==> config.mk <==
export PLATFORM = sky130hd
export DESIGN_NAME = instr_encoder_loader
export DESIGN_NICKNAME = d
export VERILOG_FILES = /design/src/rtl/instr_pkg.sv /design/src/rtl/sync_fifo.sv /design/src/rtl/instr_encoder_loader.sv
export SDC_FILE = /design/constraint.sdc
export NUM_CORES = 1
export LEC_CHECK = 0
export CORE_MARGIN = 1.5
export CORE_UTILIZATION = 54
export CTS_CLUSTER_DIAMETER = 60
export DETAILED_ROUTE_END_ITERATION = 10
export PLACE_DENSITY_LB_ADDON = 0.08
export SLEW_MARGIN = 20
export SYNTH_ARGS = -nofsm -noshare
export SYNTH_HDL_FRONTEND = slang
export SYNTH_SLANG_ARGS = --single-unit
==> constraint.sdc <==
create_clock -name clk -period 3.4 [get_ports clk]
set_clock_uncertainty 0.1 [all_clocks]
set_input_delay 0.51 -clock clk [delete_from_list [all_inputs] [get_ports clk]]
set_output_delay 0.51 -clock clk [all_outputs]
set_load 0.02 [all_outputs]
==> src/rtl/instr_pkg.sv <==
// Mnemonic, opcode, funct and field-position constants shared by the MIPS encoder/loader and decoder.
package instr_pkg;

    localparam logic [4:0] OP_ADD  = 5'd0;
    localparam logic [4:0] OP_SUB  = 5'd1;
    localparam logic [4:0] OP_AND  = 5'd2;
    localparam logic [4:0] OP_OR   = 5'd3;
    localparam logic [4:0] OP_XOR  = 5'd4;
    localparam logic [4:0] OP_NOR  = 5'd5;
    localparam logic [4:0] OP_SLT  = 5'd6;
    localparam logic [4:0] OP_SLL  = 5'd7;
    localparam logic [4:0] OP_SRL  = 5'd8;
    localparam logic [4:0] OP_JR   = 5'd9;
    localparam logic [4:0] OP_JALR = 5'd10;
    localparam logic [4:0] OP_ADDI = 5'd11;
    localparam logic [4:0] OP_ANDI = 5'd12;
    localparam logic [4:0] OP_SLTI = 5'd13;
    localparam logic [4:0] OP_BEQ  = 5'd14;
    localparam logic [4:0] OP_BNE  = 5'd15;
    localparam logic [4:0] OP_LW   = 5'd16;
    localparam logic [4:0] OP_LH   = 5'd17;
    localparam logic [4:0] OP_SW   = 5'd18;
    localparam logic [4:0] OP_SH   = 5'd19;
    localparam logic [4:0] OP_J    = 5'd20;
    localparam logic [4:0] OP_JAL  = 5'd21;

    localparam logic [5:0] OPC_RTYPE = 6'h00;
    localparam logic [5:0] OPC_ADDI  = 6'h08;
    localparam logic [5:0] OPC_ANDI  = 6'h0C;
    localparam logic [5:0] OPC_SLTI  = 6'h0A;
    localparam logic [5:0] OPC_BEQ   = 6'h04;
    localparam logic [5:0] OPC_BNE   = 6'h05;
    localparam logic [5:0] OPC_LW    = 6'h23;
    localparam logic [5:0] OPC_LH    = 6'h21;
    localparam logic [5:0] OPC_SW    = 6'h2B;
    localparam logic [5:0] OPC_SH    = 6'h29;
    localparam logic [5:0] OPC_J     = 6'h02;
    localparam logic [5:0] OPC_JAL   = 6'h03;

    localparam logic [5:0] FN_ADD  = 6'h20;
    localparam logic [5:0] FN_SUB  = 6'h22;
    localparam logic [5:0] FN_AND  = 6'h24;
    localparam logic [5:0] FN_OR   = 6'h25;
    localparam logic [5:0] FN_XOR  = 6'h26;
    localparam logic [5:0] FN_NOR  = 6'h27;
    localparam logic [5:0] FN_SLT  = 6'h2A;
    localparam logic [5:0] FN_SLL  = 6'h00;
    localparam logic [5:0] FN_SRL  = 6'h02;
    localparam logic [5:0] FN_JR   = 6'h08;
    localparam logic [5:0] FN_JALR = 6'h09;

    localparam int OPC_LSB   = 26;
    localparam int RS_LSB    = 21;
    localparam int RT_LSB    = 16;
    localparam int RD_LSB    = 11;
    localparam int SHAMT_LSB = 6;

    typedef enum logic [1:0] {ST_IDLE, ST_LOAD, ST_DRAIN, ST_DONE} ld_state_e;

    typedef struct packed {
        logic        legal;
        logic [31:0] word;
    } enc_t;

endpackage

==> src/rtl/sync_fifo.sv <==
// Single-clock FIFO; pushes while full and pops while empty are ignored.
module sync_fifo #(
    parameter int WIDTH = 32,
    parameter int DEPTH = 4
) (
    input  logic             clk,
    input  logic             rst,
    input  logic             push,
    input  logic [WIDTH-1:0] push_data,
    input  logic             pop,
    output logic [WIDTH-1:0] pop_data,
    output logic             full,
    output logic             empty
);
    localparam int AW = $clog2(DEPTH);

    logic [WIDTH-1:0] mem_q [DEPTH];
    logic [AW-1:0]    wptr_q, wptr_d, rptr_q, rptr_d;
    logic [AW:0]      cnt_q, cnt_d;
    logic             do_push, do_pop;

    assign full     = (cnt_q == (AW+1)'(DEPTH));
    assign empty    = (cnt_q == '0);
    assign do_push  = push & ~full;
    assign do_pop   = pop & ~empty;
    assign pop_data = mem_q[rptr_q];

    always_comb begin
        wptr_d = wptr_q;
        rptr_d = rptr_q;
        cnt_d  = cnt_q;
        if (do_push) wptr_d = wptr_q + 1'b1;
        if (do_pop)  rptr_d = rptr_q + 1'b1;
        if (do_push && !do_pop) cnt_d = cnt_q + 1'b1;
        if (!do_push && do_pop) cnt_d = cnt_q - 1'b1;
    end

    always_ff @(posedge clk) begin
        if (rst) begin
            wptr_q <= '0;
            rptr_q <= '0;
            cnt_q  <= '0;
        end else begin
            wptr_q <= wptr_d;
            rptr_q <= rptr_d;
            cnt_q  <= cnt_d;
        end
    end

    // Storage carries data only, so it is left out of reset.
    always_ff @(posedge clk) begin
        if (do_push) mem_q[wptr_q] <= push_data;
    end

endmodule

==> src/rtl/instr_encoder_loader.sv <==
// Encodes mnemonic-level instructions to MIPS words and streams them into instruction memory via a FIFO.
module instr_encoder_loader
    import instr_pkg::*;
#(
    parameter int          DEPTH     = 4,
    parameter logic [31:0] BASE_ADDR = 32'h0,
    parameter int          IM_WORDS  = 256
) (
    input  logic        clk,
    input  logic        rst,
    input  logic        load_start,
    input  logic        load_end,
    input  logic        in_valid,
    output logic        in_ready,
    input  logic [4:0]  op,
    input  logic [4:0]  rs,
    input  logic [4:0]  rt,
    input  logic [4:0]  rd,
    input  logic [4:0]  shamt,
    input  logic [15:0] imm,
    input  logic [25:0] target,
    output logic        im_wen,
    output logic [31:0] im_addr,
    output logic [31:0] im_wdata,
    input  logic        im_busy,
    output logic        load_done,
    output logic        err_op,
    output logic        err_ovf,
    output logic [15:0] wr_count
);

    function automatic enc_t encode(input logic [4:0] f_op, f_rs, f_rt, f_rd, f_sh,
                                    input logic [15:0] f_imm, input logic [25:0] f_tgt);
        enc_t       e;
        logic [5:0] opc, fn;
        logic [4:0] rs_v, rt_v, rd_v, sh_v;
        logic       rtype, jtype;
        e = '0; opc = '0; fn = '0; rtype = 1'b0; jtype = 1'b0;
        rs_v = f_rs; rt_v = f_rt; rd_v = f_rd; sh_v = f_sh;
        e.legal = 1'b1;
        case (f_op)
            OP_ADD:  begin rtype = 1'b1; fn = FN_ADD;  end
            OP_SUB:  begin rtype = 1'b1; fn = FN_SUB;  end
            OP_AND:  begin rtype = 1'b1; fn = FN_AND;  end
            OP_OR:   begin rtype = 1'b1; fn = FN_OR;   end
            OP_XOR:  begin rtype = 1'b1; fn = FN_XOR;  end
            OP_NOR:  begin rtype = 1'b1; fn = FN_NOR;  end
            OP_SLT:  begin rtype = 1'b1; fn = FN_SLT;  end
            OP_SLL:  begin rtype = 1'b1; fn = FN_SLL;  rs_v = '0; end
            OP_SRL:  begin rtype = 1'b1; fn = FN_SRL;  rs_v = '0; end
            OP_JR:   begin rtype = 1'b1; fn = FN_JR;   rt_v = '0; rd_v = '0; sh_v = '0; end
            OP_JALR: begin rtype = 1'b1; fn = FN_JALR; end
            OP_ADDI: opc = OPC_ADDI;
            OP_ANDI: opc = OPC_ANDI;
            OP_SLTI: opc = OPC_SLTI;
            OP_BEQ:  opc = OPC_BEQ;
            OP_BNE:  opc = OPC_BNE;
            OP_LW:   opc = OPC_LW;
            OP_LH:   opc = OPC_LH;
            OP_SW:   opc = OPC_SW;
            OP_SH:   opc = OPC_SH;
            OP_J:    begin jtype = 1'b1; opc = OPC_J;   end
            OP_JAL:  begin jtype = 1'b1; opc = OPC_JAL; end
            default: e.legal = 1'b0;
        endcase
        if (e.legal) begin
            if (rtype) begin
                e.word[OPC_LSB +: 6]   = OPC_RTYPE;
                e.word[RS_LSB +: 5]    = rs_v;
                e.word[RT_LSB +: 5]    = rt_v;
                e.word[RD_LSB +: 5]    = rd_v;
                e.word[SHAMT_LSB +: 5] = sh_v;
                e.word[5:0]            = fn;
            end else if (jtype) begin
                e.word[OPC_LSB +: 6] = opc;
                e.word[25:0]         = f_tgt;
            end else begin
                e.word[OPC_LSB +: 6] = opc;
                e.word[RS_LSB +: 5]  = rs_v;
                e.word[RT_LSB +: 5]  = rt_v;
                e.word[15:0]         = f_imm;
            end
        end
        return e;
    endfunction

    ld_state_e   state_q, state_d;
    logic        end_pend_q, end_pend_d;
    logic        im_wen_q, im_wen_d;
    logic [31:0] im_addr_q, im_addr_d;
    logic [31:0] im_wdata_q, im_wdata_d;
    logic        load_done_q, load_done_d;
    logic        err_op_q, err_op_d;
    logic        err_ovf_q, err_ovf_d;
    logic [15:0] wr_count_q, wr_count_d;

    enc_t        enc;
    logic        xfer, push, pop, wr_done, ovf_hit;
    logic        fifo_full, fifo_empty;
    logic [31:0] fifo_head;
    logic [15:0] cnt_eff;

    sync_fifo #(.WIDTH(32), .DEPTH(DEPTH)) u_fifo (
        .clk       (clk),
        .rst       (rst),
        .push      (push),
        .push_data (enc.word),
        .pop       (pop),
        .pop_data  (fifo_head),
        .full      (fifo_full),
        .empty     (fifo_empty)
    );

    assign enc      = encode(op, rs, rt, rd, shamt, imm, target);
    assign in_ready = (state_q == ST_LOAD) && !fifo_full;
    assign xfer     = in_valid && in_ready;
    assign push     = xfer && enc.legal;
    assign wr_done  = im_wen_q && !im_busy;
    assign pop      = (!im_wen_q || !im_busy) && !fifo_empty;
    // Count including a write completing this cycle, so the limit check sees it.
    assign cnt_eff  = wr_count_q + {15'd0, wr_done};
    assign ovf_hit  = pop && (cnt_eff >= 16'(IM_WORDS));

    always_comb begin
        state_d     = state_q;
        end_pend_d  = end_pend_q;
        im_wen_d    = im_wen_q;
        im_addr_d   = im_addr_q;
        im_wdata_d  = im_wdata_q;
        load_done_d = 1'b0;
        err_op_d    = err_op_q;
        err_ovf_d   = err_ovf_q;
        wr_count_d  = wr_count_q;

        if (wr_done) begin
            im_wen_d   = 1'b0;
            im_addr_d  = im_addr_q + 32'd4;
            wr_count_d = cnt_eff;
        end
        if (pop) begin
            if (ovf_hit) begin
                err_ovf_d = 1'b1;
            end else begin
                im_wen_d   = 1'b1;
                im_wdata_d = fifo_head;
            end
        end
        if (xfer && !enc.legal) err_op_d = 1'b1;

        case (state_q)
            ST_IDLE: if (load_start) begin
                state_d    = ST_LOAD;
                end_pend_d = load_end;
                im_addr_d  = BASE_ADDR;
                wr_count_d = '0;
                err_op_d   = 1'b0;
                err_ovf_d  = 1'b0;
            end
            ST_LOAD: if (load_end || end_pend_q) begin
                state_d    = ST_DRAIN;
                end_pend_d = 1'b0;
            end
            ST_DRAIN: if (fifo_empty && !im_wen_q) begin
                state_d     = ST_DONE;
                load_done_d = 1'b1;
            end
            default: state_d = ST_IDLE;
        endcase
    end

    always_ff @(posedge clk) begin
        if (rst) begin
            state_q     <= ST_IDLE;
            end_pend_q  <= 1'b0;
            im_wen_q    <= 1'b0;
            im_addr_q   <= BASE_ADDR;
            im_wdata_q  <= '0;
            load_done_q <= 1'b0;
            err_op_q    <= 1'b0;
            err_ovf_q   <= 1'b0;
            wr_count_q  <= '0;
        end else begin
            state_q     <= state_d;
            end_pend_q  <= end_pend_d;
            im_wen_q    <= im_wen_d;
            im_addr_q   <= im_addr_d;
            im_wdata_q  <= im_wdata_d;
            load_done_q <= load_done_d;
            err_op_q    <= err_op_d;
            err_ovf_q   <= err_ovf_d;
            wr_count_q  <= wr_count_d;
        end
    end

    assign im_wen    = im_wen_q;
    assign im_addr   = im_addr_q;
    assign im_wdata  = im_wdata_q;
    assign load_done = load_done_q;
    assign err_op    = err_op_q;
    assign err_ovf   = err_ovf_q;
    assign wr_count  = wr_count_q;

endmodule

==> metrics.cfg, run 1 <==
[pwr]
max-vdd-ir-drop_mv=0.3821
net-switching-power_mw=2.197
seqPwrFrac_pct=42.3
p_sw_share_pct=28.93
leakagePower_nw=4.163
total_power_mw=7.596
power_density_mw_per_mm2=629.7
intPower_mw=5.399
p_comb_share_pct=27.4
p_clk_share_pct=30.3

[clock_tree]
cts_buffer_depth=3
cts_root_buf=clkbuf_16
cts_inserted_buffers=22
clk_pin_slew_ps=60
cts_sinks=215
insertion_delay_ps=500
cts_tree=done
hold_buffers=0
htreeDepth=1
post_cts_buffers=0
cts-resized-gates=0

[yosys]
synth_common_cells=124 x edfxtp_1, 91 x dfxtp_1, 68 x nand2b_1
synth_compound_area_share_pct=6.118
synth_top_family_by_area=simple AND/OR/NAND/NOR gates
yosysTopAreaCell=edfxtp_1
synthAdderAreaFrac_pct=1.766
synthFlopType=edfxtp_1
synthSimpleGateAreaFrac_pct=15.94
synth_edf_count=124
yosysSeqAreaShare_pct=57.57
ys_warn_count=0
yosys.area_share.xor_xnor_pct=3.728
synth_seq_cells=215
synth-async-reset-ratio_pct=0
syn_area_mm2=0.009633
yosys.cell_count.top_type=edfxtp_1
synthDistinctLibCells=56
yosysTopAreaCellShare_pct=38.65
avgSynthCellArea_um2=12.19
synthTopCellsByArea=edfxtp_1 39%, dfxtp_1 19%, mux4_2 7.2%
synth.area.mux_share_pct=11.46
synth_cells=790

[final_layout]
synthToLayoutAreaGrowth_pct=25.22
final_cells=1180
n_fill_cell=1222
nNetsFinal=1025
multi_input_area_mm2=0.003775
drive_above_1_share_pct=10.16
regArea_mm2=0.005547
antenna-diode-count=0

[global_route]
antenna_found_initial=0
first_global_vias=6583
gr-total-overflow=0
grt_use_total_pct=22.67
grt_start_max_net_pins=76
grt_first_pass_wirelength_um=33010

[setup_path]
cp_max_fo=31
start_kind=input port
arrival_ps=3130
r2r_end=im_wdata[4]
regToRegSetupSlack_ps=590
rr_worst_depth=9
critical_path.endpoint_type=register
path_class=input port to register
critical_path_required_ps=3700
reg2reg_from=im_wen

[die]
fp.dieH_um=136.6
core_area_mm2=0.01736
rows=48
io-pin-count=158
die_area_mm2=0.01865
die_x_um=136.6
start_util_pct=55.50

[timing]
hold_violations=0
rsz0062_at_grt=false
slew_viol_final=0
max_freq_mhz=353.4
worst_slack_ps=570.6
setup_tns_ps=0
period_share_pct=83.22
setup_viol_count_final=0
relSlewSlack_pct=54.72
worstMarginPinSlew_ps=679.2
min_period_ps=2829

[drt]
viasPerCell=5.647
via_count=6663
drc=0
drt_wl_total_um=21050
drt_iter0_drc=365
drtAntennaViolNets=0
wl_per_cell_um=17.84
dr.pass1.iters=5

[hold_path]
min_from=im_wdata[25]
hp-class=register to register
hold_path_depth=2
hold_end=im_wdata[25]

[placed_design]
place_congestion=0.8375
dp_slack_ps=126.3
portBuffers=154
place_inst=1140
dp_hpwl_um=13910

[flow_run]
cap_violations=0

[outcome]
status=complete, no violations

-- worst max-delay path by stage --
stage	endpoint	cells after the start	startpoint
final	im_wdata[4]	10	im_busy
after CTS	im_wdata[4]	10	im_busy
after global routing	im_wdata[4]	9	im_wen
after floorplan	im_wdata[0]	12	im_wen
after global placement	im_wdata[9]	10	im_busy
after detailed placement	im_wdata[4]	10	im_busy
-- worst max-delay path: stages --
cell and delay (ps):
clkdlybuf4s50_1 510, nor2b_1 70, ha_1 240, ha_1 220
and3_1 260, a311o_1 390, o211ai_2 90, and4_2 280
buf_12 250, mux2i_1 290
-- power groups by stage --
stage,Sequential (mW),Clock (mW),Combinational [mW]
finish,3.21,2.30,2.08
global route,3.24,2.45,2.24
CTS,3.21,2.36,2.11
detailed placement,3.26,0,2.10
global placement,3.25,0,2.03
floorplan,3.37,0,1.33
-- cell families after synthesis --
kind of cell,Yosys count
AND/OR/NAND/NOR,292
multiplexers,71
adder cells (fa/ha/maj),13
buffers and inverters,64
flip-flops,215
other,1
AO/OA/AOI/OAI,93
XOR/XNOR,41
-- per-layer routing --
metal	global-route usage [%]	vias to the layer above	part of all wire (%)
li1	-	3154	-
met1	29.73	3289	42
met2	39.50	200	51
met3	3.370	20	5.1
met4	5.910	0	1.4
met5	0	-	0
-- metrics by stage --
stage	hold WS, ps	instance area (µm²)	util (%)
finish	370.9	12060	69.50
global route	392.2	12060	69.50
CTS	376.1	12060	69.50
detailed placement	361.0	11360	65.47
global placement	357.3	11360	65.47
floorplan	350.3	9641	-
-- sequential cells by signal, indices dropped and copies added, names as in the netlist, 2 cells and up --
register and flops:
u_fifo.mem_q 124, im_wdata 31, im_addr 30, wr_count 16, u_fifo.wptr_q 2, u_fifo.cnt_q 3, u_fifo.rptr_q 2, state_q 2
-- layout make-up --
cell class / count / share of cell area [%]
flip-flops and latches: 215 / 45.98
repair buffers: 174 / 14.19
well taps: 225 / 2.334
clock inverters: 6 / 0.2593
inverters: 13 / 0.4045
clock buffers: 34 / 5.539
multi-input cells: 513 / 31.29
-- placed cells by master, fill, tap and decap left out, types with 9 or more instances in the layout --
cell             Yosys  layout
a21oi_1             40      40
a311oi_1            11      11
and3_1               9       9
buf_4                3      18
clkbuf_16            0      24
clkdlybuf4s50_1      0     153
dfxtp_1             91      90
edfxtp_1           124     124
ha_1                12      12
inv_1               13      13
mux2i_1             38      38
mux4_2              31      31
nand2_1             61      61
nand2b_1            68      68
nand3_1             22      22
nand4_1             17      17
nor2_1              66      65
o21ai_0             16      16
or3_1                9       9
xnor2_1             11      11
xor2_1              30      30
Power figures use the tool's default switching activity.
==> run 2, diff against run 1 <==
- CORE_UTILIZATION: 54 -> 48
- clock period: 3.4 -> 2.6 ns (I/O delays scaled with it)
==> run 2 against run 1 <==
Against the previous run: largest cell class unchanged; hold slack barely moved; highest routed layer unchanged; register-to-register slack got worse by 410 ps; via count rose by 0.95%.
==> metrics.cfg, run 2 (synthesis gave the netlist of run 1 again) <==
[clock_tree]
cts_sinks=215  ; unchanged
cts_inserted_buffers=23  ; +4.5%
cts_tree=done
cts_buffer_depth=3  ; unchanged
post_cts_buffers=0  ; unchanged
insertion_delay_ps=500  ; about the same
clk_pin_slew_ps=60  ; about the same
cts_root_buf=clkbuf_16
htreeDepth=1  ; unchanged

[global_route]
antenna_found_initial=0  ; unchanged
gr-total-overflow=0  ; unchanged
grt_first_pass_wirelength_um=33400  ; +1.2%
first_global_vias=6585  ; +0.030%
grt_use_total_pct=20.61  ; -2.1 points
grt_start_max_net_pins=76  ; unchanged

[pwr]
power_density_mw_per_mm2=824.0  ; +31%
max-vdd-ir-drop_mv=0.6084  ; +59%
total_power_mw=10.24  ; +35%
leakagePower_nw=4.318  ; +3.7%

[setup_path]
arrival_ps=2780  ; -350 ps
critical_path_required_ps=2920  ; -780 ps
crit_buf_inv=2  ; unchanged
cp_max_fo=17  ; -45%
reg2reg_from=im_wen
start_kind=input port
regToRegSetupSlack_ps=180  ; -410 ps
setup.worst_path.start=im_busy
critical_path.cell_chain=clkdlybuf4s50_1 -> nor2b_4 -> ha_2 -> ha_1 -> and3_1 -> a311o_1 -> o211ai_2 -> and4_2 -> buf_12 -> mux2i_1
critical_path.endpoint_type=register
cpPeakStageDelay_ps=530  ; +20 ps
cp_slowest_cell=clkdlybuf4s50_1
path_class=input port to register
cp_top_family=buffers and inverters

[die]
core_area_mm2=0.01959  ; +13%
start_util_pct=49.17  ; -6.3 points
rows=51  ; +6.3%
io-pin-count=158  ; unchanged
die_x_um=144.7  ; +5.9%
fp.dieH_um=144.7  ; +5.9%
die_area_mm2=0.02093  ; +12%

[placed_design]
place_inst=1200  ; +5.3%
portBuffers=154  ; unchanged
dp_hpwl_um=14440  ; +3.8%
dp_slack_ps=-369.9  ; -496.2 ps
place_congestion=0.8606  ; +2.8%
place_area_mm2=0.01168  ; +2.8%

[final_layout]
regMostFlops=u_fifo.mem_q
largest_reg_flops=124  ; unchanged
final_cell_area_mm2=0.01243  ; +3.0%
synthToLayoutAreaGrowth_pct=29.04
drive_above_1_share_pct=13.22  ; +3.1 points
nNetsFinal=1046  ; +2.0%
layout.cells.most_common=clkdlybuf4s50_1
layout_common_cells=152 x clkdlybuf4s50_1, 124 x edfxtp_1, 87 x dfxtp_1
antenna-diode-count=0  ; unchanged
final_cells=1241  ; +5.2%

[timing]
slew_viol_final=0  ; unchanged
worst_slack_ps=141.3  ; -429.3 ps
setup_viol_count_final=0  ; unchanged
hold_violations=0  ; unchanged
worstMarginPinSlew_ps=656.8  ; -22.34 ps
max_freq_mhz=406.7
relSlewSlack_pct=56.21  ; +1.5 points
min_period_ps=2459
rsz0062_at_grt=false
whs_ps=371.4  ; +0.4290 ps
period_share_pct=94.56

[flow_run]
cap_violations=0  ; unchanged

[drt]
topRoutingLayerUsed=met4
drt-met1-wl_um=8925  ; about the same
routed-wl-met2_um=10820  ; +0.52%
wl_met3_um=1320  ; +24%
wl_per_cell_um=17.29  ; -3.1%
drc=0  ; unchanged
via_count=6726  ; +0.95%
viasPerCell=5.420  ; -4.0%
dr.pass1.iters=5  ; unchanged
drtAntennaViolNets=0  ; unchanged
drt_wl_total_um=21450  ; +1.9%
drt_iter0_drc=405  ; +11%

[hold_path]
hp-class=register to register
min_from=im_wdata[17]

[outcome]
status=complete, no violations

[run 2: through the flow]
stage	TNS (ps)	utilization, %
after global routing	0	63.45
after global placement	-10840	59.63
after CTS	0	63.40
after floorplan	0	-
after detailed placement	-18680	59.63
final	0	63.45
[run 2: where the power goes]
group,switching [mW],internal [mW]
combinational,1.42,1.45
clock,1.26,1.94
sequential,0.215,3.96
[run 2: final timing paths]
check	to	cells after the start
worst max-delay path	im_wdata[28]	10
worst min-delay path	im_wdata[17]	2
worst max register to register	im_wdata[28]	9
worst min register to register	im_wdata[17]	2
[run 2: timing repair]
item	CTS	global route
resized for setup	1	3
setup endpoints to repair	1	2
hold buffers	0	0
[run 2: per-layer routing]
layer | track usage [%] | vias up
li1 | - | 3213
met1 | 26.04 | 3273
met2 | 36.99 | 214
met3 | 3.554 | 26
met4 | 4.732 | 0
met5 | 0 | -
[run 2: area by class of cell]
cell class	count	area, µm²
clock inverter	9	131.4
tap	265	331.6
clock buffer	32	609.3
inverter	13	48.80
sequential	215	5550
multi-input combinational	513	3799
timing repair buffer	194	1961
fill	1522	7159
[run 2: worst min-delay path, delay by kind of cell (launching register included)]
family	cells	cell delay, ps
muxes	1	60
and+or+nand+nor	1	60
DFF	1	310
==> run 3, diff against run 2 <==
- CORE_UTILIZATION: 48 -> 35
==> run 3 against run 2 <==
Against the previous run: clock-buffer cell count grew 2; hold slack lost 200 ps; sequential power shrank 1%; non-clock buffer count grew 25; sequential cell count is the same.
==> metrics.cfg, run 3 (synthesis gave the netlist of run 1 again) <==
[die]
die_x_um=168.9  ; +17%
fp.dieH_um=168.9  ; +17%
core_area_mm2=0.02695  ; +38%
start_util_pct=35.74  ; -13 points
die_area_mm2=0.02853  ; +36%
io-pin-count=158  ; unchanged
rows=60  ; +18%

[final_layout]
final_util_pct=47.60  ; -16 points
layout_common_cells=152 x clkdlybuf4s50_1, 124 x edfxtp_1, 88 x dfxtp_1
nNetsFinal=1073  ; +2.6%
n_fill_cell=2432  ; +60%
final_cells=1346  ; +8.5%
layout.cells.most_common=clkdlybuf4s50_1
antenna-diode-count=0  ; unchanged
synthToLayoutAreaGrowth_pct=33.17
final_cell_area_mm2=0.01283  ; +3.2%
largest_reg_flops=124  ; unchanged
drive_above_1_share_pct=15.72  ; +2.5 points
regMostFlops=u_fifo.mem_q

[drt]
drt_iter0_drc=374  ; -7.7%
viasPerCell=4.961  ; -8.5%
drt_wl_total_um=22700  ; +5.8%
via_count=6677  ; -0.73%
dr.pass1.iters=4  ; -1
wl_per_cell_um=16.87  ; -2.4%
drtAntennaViolNets=0  ; unchanged
drc=0  ; unchanged

[timing]
worstMarginPinSlew_ps=635.4  ; -21.48 ps
worst_slack_ps=129.3  ; -12.03 ps
period_share_pct=95.03  ; +0.46 points
min_period_ps=2471  ; +12.03 ps
setup_tns_ps=0  ; unchanged
relSlewSlack_pct=57.64  ; +1.4 points
max_freq_mhz=404.7  ; -0.49%
rsz0062_at_grt=false
slew_viol_final=0  ; unchanged
hold_violations=0  ; unchanged
setup_viol_count_final=0  ; unchanged

[clock_tree]
clk_pin_slew_ps=60  ; about the same
cts_tree=done
cts_buffer_depth=3  ; unchanged
cts_inserted_buffers=25  ; +8.7%
htreeDepth=1  ; unchanged
cts-resized-gates=0  ; -1
hold_buffers=0  ; unchanged
insertion_delay_ps=510  ; about the same
cts_sinks=215  ; unchanged
cts_root_buf=clkbuf_16
post_cts_buffers=0  ; unchanged

[global_route]
grt_start_max_net_pins=75  ; -1.3%
grt_use_total_pct=15.94  ; -4.7 points
grt_first_pass_wirelength_um=35910  ; +7.5%
antenna_found_initial=0  ; unchanged
gr-total-overflow=0  ; unchanged
first_global_vias=6631  ; +0.70%

[setup_path]
path_class=input port to register
cpPeakStageDelay_ps=560  ; +30 ps
critical_path_required_ps=2940  ; +20 ps
critical_path.endpoint_type=register
start_kind=input port
arrival_ps=2810  ; +30 ps
cp_max_fo=12  ; -5
critical_path.cell_chain=clkdlybuf4s50_1 -> nor2b_4 -> ha_2 -> ha_1 -> and3_1 -> a311o_1 -> o211ai_2 -> and4_4 -> clkbuf_16 -> mux2i_1
cp_slowest_cell=clkdlybuf4s50_1

[placed_design]
dp_slack_ps=-412.3  ; -42.40 ps
dp_hpwl_um=15200  ; +5.3%
place_congestion=0.7935  ; -7.8%
place_area_mm2=0.01197  ; +2.5%
portBuffers=154  ; unchanged
place_inst=1300  ; +8.3%

[pwr]
leakagePower_nw=4.524  ; +4.8%
power_density_mw_per_mm2=827.5  ; +0.42%
p_sw_share_pct=28.62  ; +0.37 points
net-switching-power_mw=3.038  ; +5.0%
intPower_mw=7.577  ; +3.1%
p_clk_share_pct=32.5  ; +1.2 points
p_comb_share_pct=28.6  ; +0.6 points
seqPwrFrac_pct=38.9  ; -1.8 points
max-vdd-ir-drop_mv=0.3862  ; -37%

[hold_path]
hp-class=input port to register

[outcome]
status=complete, no violations

[flow_run]
cap_violations=0  ; unchanged

[run 3: area by class of cell]
cell class / count / area (µm²) / area share [%]
clock buffer: 34 / 743.2 / 5.793
clock inverter: 11 / 83.83 / 0.6535
inverter: 13 / 48.80 / 0.3804
multi-input combinational: 513 / 3791 / 29.55
sequential: 215 / 5549 / 43.26
tap: 341 / 426.7 / 3.326
timing repair buffer: 219 / 2186 / 17.04
[run 3: final timing paths]
check,from,end,slack [ps],depth (start not counted)
max,im_busy,im_wdata[4],130,10
min,rst,err_ovf,170,4
min reg2reg,im_wdata[11],im_wdata[11],370,2
max reg2reg,im_wen,im_wdata[4],200,9
[run 3: critical path: cells and delay by family]
kind / cells / cell delay, ps
compound gates: 2 / 470
mux: 1 / 190
fa+ha+maj: 2 / 350
simple gates: 3 / 610
buf+inv: 2 / 770
[run 3: power by group through the flow]
stage / sequential, mW / combinational (mW) / clock, mW
6_report: 4.13 / 3.04 / 3.45
3_5_place_dp: 4.20 / 2.98 / 0
5_1_grt: 4.17 / 3.32 / 3.68
2_1_floorplan: 4.41 / 1.74 / 0
3_3_place_gp: 4.20 / 2.98 / 0
4_1_cts: 4.14 / 3.00 / 3.55
[run 3: layer usage]
metal	part of all wire, %	up-vias	global-route usage [%]
met2	48	146	27.70
met1	45	3235	20.54
met5	0	-	0
li1	-	3264	-
met3	4.4	32	3.063
met4	1.9	0	3.649
[run 3: stage by stage]
step                total power, mW  hold WS (ps)
floorplan                     6.151         350.3
global placement              7.180         356.1
detailed placement            7.188         360.8
CTS                           10.68         164.7
global route                  11.17         211.0
finish                        10.62         167.6
==> edit 1 (settings of run 3) <==
`DEPTH` is set to 4 in 2 places; all go to 16.
--- a/src/rtl/sync_fifo.sv
+++ b/src/rtl/sync_fifo.sv
@@ -2,5 +2,5 @@
 module sync_fifo #(
     parameter int WIDTH = 32,
-    parameter int DEPTH = 4
+    parameter int DEPTH = 16
 ) (
     input  logic             clk,
--- a/src/rtl/instr_encoder_loader.sv
+++ b/src/rtl/instr_encoder_loader.sv
@@ -3,5 +3,5 @@
     import instr_pkg::*;
 #(
-    parameter int          DEPTH     = 4,
+    parameter int          DEPTH     = 16,
     parameter logic [31:0] BASE_ADDR = 32'h0,
     parameter int          IM_WORDS  = 256
Check against the original RTL: no difference found for any inputs over 4 cycles, from zero or initial values and one cycle with rst high; that may be too few to reach the edited logic, so the function may still have changed.
==> edit 1 against run 3 <==
- the run now ends with setup timing left
- fmax shrank 8.3%
- design area grew 140%
- clock power grew to 2.8 times the old value
- worst setup slack got worse by 0.22 ns
- total power increased to 2.6 times the old value
- worst hold slack lost 0.058 ns
- global-route usage rose by 2.8 points
- sequential cell count rose by 378
- combinational power rose by 140%
- wire length rose to 2.9 times the old value
- synthesized cell count up 78%
- area after synthesis up 150%
- cell count up 97%
- largest cell class unchanged
==> edit 1: results (changes against run 3) <==
Post-synth top cells -> 496 x edfxtp_1, 124 x mux4_2, 97 x dfxtp_1, 90 x nor2_1, 68 x a21oi_1
Sw Share -> 0.2757 (-0.01054)
CP max stage delay -> 0.56 ns (about the same)
Initial antenna violation count -> 0 (unchanged)
Register Area -> 16850 sq um (+200%)
Drc violations -> 0 (unchanged)
CTS root buf -> clkbuf_16
Outcome -> finished, violations left
Worst Path Max Fanout -> 4 (-8)
Worst Tran Pin Value -> 0.8727 ns (+0.2374 ns)
Vias per cell -> 5.209 (+5.0%)
Nets -> 1809 (+69%)
Largest net degree at the start of global routing -> 49 (-35%)
Peak VDD IR -> 554.1 uV (+43%)
DP Wirelength -> 40.32 mm (+170%)
Netlist cell types -> 60 (+7.1%)
Routed length per instance -> 25.13 um (+49%)
RR Startpoint -> u_fifo.cnt_q[1]
Clk_lat worst skew -> 0.62 ns (+0.11 ns)
Max reg flops -> 496 (+300%)
Port-buffer cells -> 154 (unchanged)
First-pass GRT wire length -> 96.05 mm (+170%)
# setup viols final -> 1 (+1)
EDFF count, synth -> 496 (+300%)
Seq/Total Area, Yosys -> 0.7000 (+0.1243)
Cts bufs inserted -> 71 (+180%)
Share of post-route cells with drive strength above 1 -> 0.2791 (+0.1219)
GPL Wtd Cong -> 0.7636 (-3.8%)
TritonRoute pass-1 iters -> 5 (+1)
Cell types occupying the most area after synthesis -> edfxtp_1 62%, mux4_2 12%, dfxtp_1 8.1%
Top reg by flops -> u_fifo.mem_q
Vias in the first global route -> 14280 (+120%)
Worst Reg-to-Reg Cells -> 9 (unchanged)
Worst hold path type -> input port to flip-flop
Clock transition at the registers of the reported paths -> 0.05 ns
LEAKAGE -> 10.19 nW (+130%)
# diodes -> 0 (unchanged)
Fraction of registers with async set or reset after synthesis -> 0 (unchanged)
Top FF cell, synth -> edfxtp_1
Iteration-0 DRC Markers -> 910 (+140%)
Warnings, synthesis -> 0 (unchanged)
H-tree depth -> 3 (+2)
Fillers -> 5836 (+140%)
Gr usage total -> 0.1873 (+0.02787)
CP endpoint -> u_fifo.cnt_q[4]
Crit Path Class -> flip-flop to flip-flop
Crit-path slowest cell -> or4_4
Failing checks -> setup timing
Post-DP Area -> 28360 sq um (+140%)
Clock buffer depth -> 3 (unchanged)
Post-route setup slack -> -0.09488 ns (-0.2242 ns)
[edit 1: area by class of cell]
| class | instances | area share |
|---|---|---|
| Sequential cell | 593 | 0.5463 |
| Timing Repair Buffer | 325 | 0.1105 |
| Clock buffer | 98 | 0.06186 |
| Clock inverter | 32 | 0.01193 |
| Inverter | 16 | 0.002109 |
| Multi-Input combinational cell | 713 | 0.2318 |
| Tap cell | 873 | 0.03541 |
[edit 1: worst max-delay path: cells and delay by family (launching register included)]
family | cells | cell delay [ns]
simple gates | 3 | 1.19
compound gates | 4 | 0.59
fa+ha+maj | 2 | 0.41
flops | 1 | 0.34
[edit 1: metrics by stage]
stage                     setup WS (ns)  TNS (ns)  hold slack, ns  instances
final                          -0.09488  -0.09488          0.1092       2650
after global routing            -0.1857   -0.4642         0.09561       2650
after CTS                       -0.1067   -0.1067         0.08328       2643
after detailed placement        -0.7230   -284.06          0.3673       2511
after global placement          -0.7299   -281.66          0.3555       2511
after floorplan                -0.08861    -8.178          0.3427       1412
[edit 1: how the worst min path moves through the flow]
stage               startpoint          to  cells past startpoint
global placement    end_pend_q  end_pend_q                      2
global route               rst  end_pend_q                      2
floorplan           end_pend_q  end_pend_q                      2
CTS                        rst  end_pend_q                      2
detailed placement  end_pend_q  end_pend_q                      2
finish                     rst  end_pend_q                      2
[edit 1: kinds of logic (layout without fill, tap and decap cells)]
logic type | Yosys count | after routing | share of synthesized area
xor gates and xnor gates | 48 | 48 | 0.01748
muxes | 165 | 165 | 0.1401
buffers and inverters | 106 | 471 | 0.01998
other | 1 | 3 | 0.0001559
DFF | 593 | 593 | 0.7000
and+or+nand+nor | 293 | 293 | 0.06274
AOI/OAI and AO/OA | 188 | 188 | 0.05093
adders and majority gates | 16 | 16 | 0.008636
[edit 1: power groups by stage]
stage | Sequential (mW) | Combinational [mW] | Clock, mW
5_1_grt | 11.1 | 7.69 | 10.2
3_5_place_dp | 11.3 | 6.80 | 0
4_1_cts | 11.1 | 6.88 | 9.87
6_report | 11.1 | 7.15 | 9.65
2_1_floorplan | 11.5 | 4.21 | 0
3_3_place_gp | 11.3 | 6.77 | 0
[edit 1: routing by layer]
layer / track usage / part of all wire / up-vias
met4: 0.04525 / 0.019 / 0
met3: 0.03212 / 0.034 / 78
met5: 0 / 0 / -
met2: 0.3147 / 0.50 / 256
met1: 0.2533 / 0.45 / 7255
li1: - / - / 6214
[edit 1: what timing repair did]
item                                    in CTS  in global routing
setup buffers                                2                  4
endpoints found under the hold margin        0                  0
gates resized for setup                      6                 16
endpoints found under the setup margin       2                 80
cloned                                       0                  3
pin swaps                                   10                  5
==> edit 2 (settings of run 3) <==
Made on the original files. Register the output `wr_count` once more, without a reset; this adds one clock of latency there. The other outputs are not delayed to match.
--- a/src/rtl/instr_encoder_loader.sv
+++ b/src/rtl/instr_encoder_loader.sv
@@ -199,5 +199,7 @@
     assign err_op    = err_op_q;
     assign err_ovf   = err_ovf_q;
-    assign wr_count  = wr_count_q;
+    always_ff @(posedge clk) begin
+        wr_count <= wr_count_q;
+    end
 
 endmodule
Behaviour: not the same (Yosys sat finds a counterexample within 10 cycles, from zero or initial values and one cycle with rst high).
==> edit 2 against run 3 <==
- the run now ends with setup timing left
- sequential cell count rose by 16
- design area up 5.7%
- via count increased by 7.1%
- worst setup slack got worse by 0.22 ns
- critical path depth increased by 3
- wire length up 6.8%
- total power increased by 6.5%
- area after synthesis grew 4.6%
- critical path type is now flip-flop to flip-flop
- largest power group unchanged
==> edit 2: results (changes against run 3) <==
Met3 Routed Length -> 1.157 mm (+16%)
GPL Wtd Cong -> 0.7797 (-1.7%)
Sum of negative setup slack -> -1.580 ns (-1.580 ns)
Post-route setup slack -> -0.08711 ns (-0.2164 ns)
Comb group -> 2.93 mW (-4%)
CP max stage delay -> 0.34 ns (-0.22 ns)
Post-DP Area -> 12500 sq um (+4.4%)
Cts repair resizes -> 1 (+1)
Failing checks -> setup timing
Seq/Total Area, Yosys -> 0.5823 (+0.006629)
Routed length per instance -> 17.09 um (+1.3%)
Peak VDD IR -> 443.0 uV (+15%)
Crit path DAT -> 3.04 ns (+0.23 ns)
# setup viols final -> 32 (+32)
Sw Share -> 0.2917 (+0.005518)
First-pass GRT wire length -> 38.18 mm (+6.3%)
Outcome -> finished, violations left
Worst Path Max Fanout -> 8 (-4)
Post-synthesis cell count -> 828 (+4.8%)
GR met3 Demand/Resource -> 0.02419 (-0.006442)
Vias in the first global route -> 7155 (+7.9%)
Nets -> 1107 (+3.2%)
Cts bufs inserted -> 27 (+8.0%)
Met2 wire length -> 10.91 mm (-0.78%)
Placed Cells -> 1364 (+4.9%)
Post-synth top cells -> 124 x edfxtp_1, 107 x dfxtp_1, 78 x nor2_1, 63 x a21oi_1, 56 x nand2_1
[edit 2: tightest hold or removal path, stage by stage]
cell,delay [ns]
dlymetal6s2s_1,0.17
buf_4,0.14
a32oi_1,0.05
nor2_1,0.07
[edit 2: logic make-up after synthesis]
logic type	share of synthesized area
buf+inv	0.03627
other cells	0.0003723
fa+ha+maj	0.01689
flops	0.5823
compound gates	0.1082
simple gates	0.1356
xor+xnor	0.04173
mux	0.07862
[edit 2: area by class of cell]
cell class | count | area [sq um]
flip-flops and latches | 231 | 5871
fillers | 2587 | 14520
clock buffers | 30 | 706.9
repair buffers | 224 | 2293
well taps | 378 | 473.0
multi-input cells | 522 | 3933
inverters | 15 | 56.30
clock inverters | 19 | 232.7
[edit 2: worst paths after layout]
path,slack (ns),endpoint,from
setup / recovery,-0.09,im_wdata[2],im_wen
hold / removal,0.24,im_wen,im_busy
setup reg to reg,-0.09,im_wdata[2],im_wen
hold reg to reg,0.32,wr_count[0],wr_count_q[0]
